--- config.mk ---
export PLATFORM = sky130hd
export DESIGN_NAME = mem_arbiter
export DESIGN_NICKNAME = d
export VERILOG_FILES = /design/src/rtl/mem_arbiter.sv
export SDC_FILE = /design/constraint.sdc
export NUM_CORES = 1
export LEC_CHECK = 0
export ABC_AREA = 1
export CAP_MARGIN = 20
export CORE_AREA = 2 2 120 76
export DETAILED_ROUTE_END_ITERATION = 10
export DIE_AREA = 0 0 122 78
export PLACE_DENSITY_LB_ADDON = 0.12
export SYNTH_ARGS = -nofsm -noshare
export SYNTH_HDL_FRONTEND = slang
export SYNTH_SLANG_ARGS = --single-unit
--- constraint.sdc ---
create_clock -name clock -period 1.8 [get_ports clock]
set_input_delay 0.54 -clock clock [delete_from_list [all_inputs] [get_ports clock]]
set_output_delay 0.54 -clock clock [all_outputs]
set_load 0.01 [all_outputs]
--- src/rtl/mem_arbiter.sv ---
// mem_arbiter: shares one memory port between the CPU controller and an IO/DMA requester.
// Optional round-robin arbitration is enabled by defining MEM_ARB_RR_EN; otherwise the CPU wins ties.
module mem_arbiter #(
  parameter int ADDR_W = 16,
  parameter int DATA_W = 16
) (
  input  logic              clock,
  input  logic              reset,
  input  logic              cpu_read,
  input  logic              cpu_write,
  input  logic [ADDR_W-1:0] cpu_addr,
  input  logic [DATA_W-1:0] cpu_wdata,
  output logic              cpu_ack,
  input  logic              io_read,
  input  logic              io_write,
  input  logic [ADDR_W-1:0] io_addr,
  input  logic [DATA_W-1:0] io_wdata,
  input  logic              io_lock,
  output logic              io_ack,
  output logic [DATA_W-1:0] rdata,
  output logic              mem_read,
  output logic              mem_write,
  output logic [ADDR_W-1:0] mem_addr,
  output logic [DATA_W-1:0] mem_wdata,
  input  logic [DATA_W-1:0] mem_rdata,
  input  logic              mem_ack,
  output logic              grant_io
);
  typedef enum logic [1:0] {IDLE, CPU_BUSY, IO_BUSY, IO_HOLD} state_t;
  state_t state, next_state;
  logic [ADDR_W-1:0] req_addr;
  logic [DATA_W-1:0] req_wdata;
  logic req_we, cpu_req, io_req, pick_io, take_cpu, take_io, busy;
  assign cpu_req = cpu_read | cpu_write;
  assign io_req = io_read | io_write;
`ifdef MEM_ARB_RR_EN
  logic last_io;
  assign pick_io = io_req & (~cpu_req | ~last_io);
`else
  assign pick_io = io_req & ~cpu_req;
`endif
  // State register; reset drops any transfer in flight.
  always_ff @(posedge clock)
    state <= !reset ? IDLE : next_state;
  // Next state and grant decisions; requests are only looked at in IDLE and IO_HOLD.
  always_comb begin
    next_state = state;
    take_cpu = 1'b0;
    take_io = 1'b0;
    unique case (state)
      IDLE: begin
        take_io = pick_io;
        take_cpu = cpu_req & ~pick_io;
        next_state = pick_io ? IO_BUSY : cpu_req ? CPU_BUSY : IDLE;
      end
      CPU_BUSY: next_state = mem_ack ? IDLE : CPU_BUSY;
      IO_BUSY: next_state = mem_ack ? (io_lock ? IO_HOLD : IDLE) : IO_BUSY;
      IO_HOLD: begin
        take_io = io_req;
        next_state = io_req ? IO_BUSY : io_lock ? IO_HOLD : IDLE;
      end
      default: next_state = IDLE;
    endcase
  end
  // Capture the winner's request on the grant edge so later bus changes cannot disturb it.
  always_ff @(posedge clock)
    if (!reset) begin
      req_addr <= '0;
      req_wdata <= '0;
      req_we <= 1'b0;
    end else if (take_io | take_cpu) begin
      req_addr <= take_io ? io_addr : cpu_addr;
      req_wdata <= take_io ? io_wdata : cpu_wdata;
      req_we <= take_io ? io_write : cpu_write;
    end
`ifdef MEM_ARB_RR_EN
  // Remember who won the last fresh arbitration from IDLE for the round-robin tie break.
  always_ff @(posedge clock)
    if (!reset) last_io <= 1'b0;
    else if (take_cpu) last_io <= 1'b0;
    else if (take_io && state == IDLE) last_io <= 1'b1;
`endif
  assign busy = (state == CPU_BUSY) | (state == IO_BUSY);
  assign mem_read = busy & ~req_we;
  assign mem_write = busy & req_we;
  assign mem_addr = busy ? req_addr : '0;
  assign mem_wdata = busy ? req_wdata : '0;
  assign cpu_ack = (state == CPU_BUSY) & mem_ack;
  assign io_ack = (state == IO_BUSY) & mem_ack;
  assign grant_io = (state == IO_BUSY) | (state == IO_HOLD);
  assign rdata = mem_rdata;
endmodule

==> impl_metrics.json <==
{
  "utilization_pct": 51.3,
  "fin_crit_sh_pct": 109,
  "core-area_um2": 8300,
  "numPortBuffers": 108,
  "fin_ws_ns": -0.165,
  "area_growth_pct": 73.5,
  "p_int_w": 0.00200,
  "fin_skew_ns": 0.00547,
  "drtIter0Drc": 100,
  "max_freq_ghz": 0.509,
  "hp-start": "req_wdata[9]",
  "htreeDepth": 2,
  "grt_max_degree": 42,
  "gp_congestion": 0.735,
  "clkPwrFrac_pct": 27.0,
  "die_y_um": 78,
  "clock_path_buffers": 2,
  "p_total_w": 0.00299,
  "yosys_warnings": 0,
  "worst_setup_path_start_kind": "flop",
  "failed_checks": "negative setup slack",
  "totalWireLength_um": 8540,
  "netlist_area_um2": 2450,
  "worstMarginPinSlew_ns": 0.251,
  "synth_edf_count": 0,
  "critPathSlowestCell": "dfxtp_2",
  "ys_seq_elements": 35,
  "vias_per_cell": 4.48,
  "dpl.hpwl_um": 5330,
  "final_nets": 622,
  "clkLatencyLatePin_ns": 0.27,
  "rsz0062_at_grt": "yes",
  "ir_drop_mv": 0.357,
  "grt_usage_pct": 15.9,
  "period_needed_ns": 1.97,
  "critPathArrivalTime_ns": 1.43,
  "antenna_found_initial": 0,
  "ys_types": 20,
  "grt_pass1_wl_um": 12300,
  "clock-sinks": 35,
  "dr.pass1.iters": 4,
  "hold_class": "flop to flop",
  "cp_max_fo": 7,
  "drive_gt1_share_pct": 32.5,
  "combPwrFrac_pct": 42.0,
  "seq_power_share_pct": 31.0,
  "setup_tns_ns": -6.61,
  "setup_viol": 69,
  "endpoint_kind": "primary output",
  "syn_area_per_cell_um2": 5.92,
  "diodes": 0,
  "gr-total-overflow": 0,
  "relSlewSlack_pct": 83.2,
  "route.detailed.drc": 0,
  "ios": 141,
  "status": "complete, but fails checks",
  "worstPathCellList": "inv_2 -> ha_4 -> buf_8 -> buf_12 -> nand2_2 -> inv_1 -> buf_2",
  "vias": 2877,
  "path_class": "flop to primary output",
  "worstPathRequired_ns": 1.26,
  "hold_viol_final": 0,
  "initial_core_util_pct": 29.5,
  "synth_cells": 414,
  "cts_tree": "built",
  "cts_hold_buf": 0,
  "slowest_delay_ns": 0.33,
  "ctsRootBufferMaster": "clkbuf_16",
  "p_leak_nw": 2.27,
  "worstReg2RegStart": "state[0]",
  "synth.top_cell.area_share_pct": 28.6,
  "powerDensity_nw_per_um2": 703,
  "die_area_um2": 9520,
  "cap_violations": 0,
  "wl_per_cell_um": 13.3,
  "numCtsBuffers": 5,
  "crit_family": "buffers and inverters",
  "critPathBufInv": 5,
  "synthArstFlopShare_pct": 0,
  "finalMaxSlewViolations": 0,
  "yosysMostFrequentCell": "nand2_1",
  "synth_seq_area_share_pct": 28.6,
  "ys.flop_type": "dfxtp_1",
  "postRouteAntennaNets": 0,
  "netSwitchingFraction_pct": 33.1,
  "grt_pass1_vias": 2528,
  "clk_pin_slew_ns": 0.05,
  "ys_top_cells_by_count": "nand2_1 (141), inv_1 (77), nand3_1 (67)",
  "crit_path_start": "state[1]",
  "switchingPower_w": 0.000989,
  "netlist.top_cell.by_area": "dfxtp_1",
  "num_rows": 26,
  "die_w_um": 122,
  "syn_nets": 507,
  "synth_area_leaders": "dfxtp_1 (29%), nand2_1 (22%), nand3_1 (14%)"
}
power by group through the flow:
stage | clock [W] | sequential, W | combinational (W)
after floorplan | 0 | 0.000919 | 0.000546
after global routing | 0.000864 | 0.000936 | 0.00136
after CTS | 0.000827 | 0.000923 | 0.00110
final | 0.000808 | 0.000926 | 0.00125
after detailed placement | 0 | 0.000930 | 0.000977
after global placement | 0 | 0.000926 | 0.000974
placed cells by master (no fill, tap or decap), types with 2 or more instances in the layout:
master,instances
clkbuf_16,10
clkdlybuf4s50_1,70
buf_12,6
dfxtp_2,2
clkbuf_1,2
nand2_1,91
buf_4,21
dfxtp_1,33
a21oi_1,19
ha_4,4
inv_1,69
buf_2,26
nand3_1,67
a21oi_2,17
buf_6,17
nand2_2,41
inv_2,8
buf_8,3
nand2_4,11
o21ai_0,3
layout make-up:
| cell class | instances | area [um^2] |
|---|---|---|
| Inverter | 78 | 293 |
| Timing Repair Buffer | 149 | 1480 |
| Sequential cell | 35 | 703 |
| Tap cell | 112 | 140 |
| Clock buffer | 7 | 133 |
| Multi-Input combinational cell | 260 | 1500 |
| Clock inverter | 1 | 5.00 |
| Fill cell | 871 | 4040 |
flip-flops by register name, summed over array words and instances, names as in the netlist:
name	count
req_wdata	16
state	2
req_addr	16
req_we	1
kinds of logic after synthesis:
family          Yosys count  synth area share (%)
compound gates           41                  9.90
flops                    35                  28.6
simple gates            213                  36.4
fa+ha+maj                 5                  2.55
buf+inv                 120                  22.5
per-layer routing:
layer	vias to the layer above	wire length [um]	track usage, %
met5	-	0	0
met4	0	13	1.72
met3	2	748	5.22
met2	104	3690	22.9
met1	1295	4090	23.5
li1	1476	-	-
path summary, 6_finish.rpt:
check / end / slack, ns / depth (start not counted)
min reg2reg: req_wdata[9] / 0.48 / 2
min: req_wdata[9] / 0.48 / 2
max: mem_addr[7] / -0.17 / 7
max reg2reg: req_wdata[10] / -0.14 / 12
worst min-delay path, delay by kind of cell (launching register included):
family,cells,cell delay [ns]
flops,1,0.31
compound gates,1,0.05
simple gates,1,0.07
timing repair:
item / in CTS / in global routing
resized for setup: 192 / 75
cloned: 2 / 9
endpoints found under the hold margin: 0 / 0
setup buffers: 11 / 4
pin swaps: 10 / 17
setup endpoints to repair: 37 / 70
per-stage QoR:
stage / setup slack (ns) / area (um^2) / hold slack [ns] / cells
2_1_floorplan: 0.0925 / 2450 / 0.461 / 414
3_3_place_gp: -0.412 / 3660 / 0.469 / 615
3_5_place_dp: -0.436 / 3660 / 0.474 / 615
4_1_cts: -0.248 / 3890 / 0.482 / 635
5_1_grt: -0.217 / 4250 / 0.502 / 642
6_report: -0.165 / 4250 / 0.479 / 642
Power figures use the tool's default switching activity.
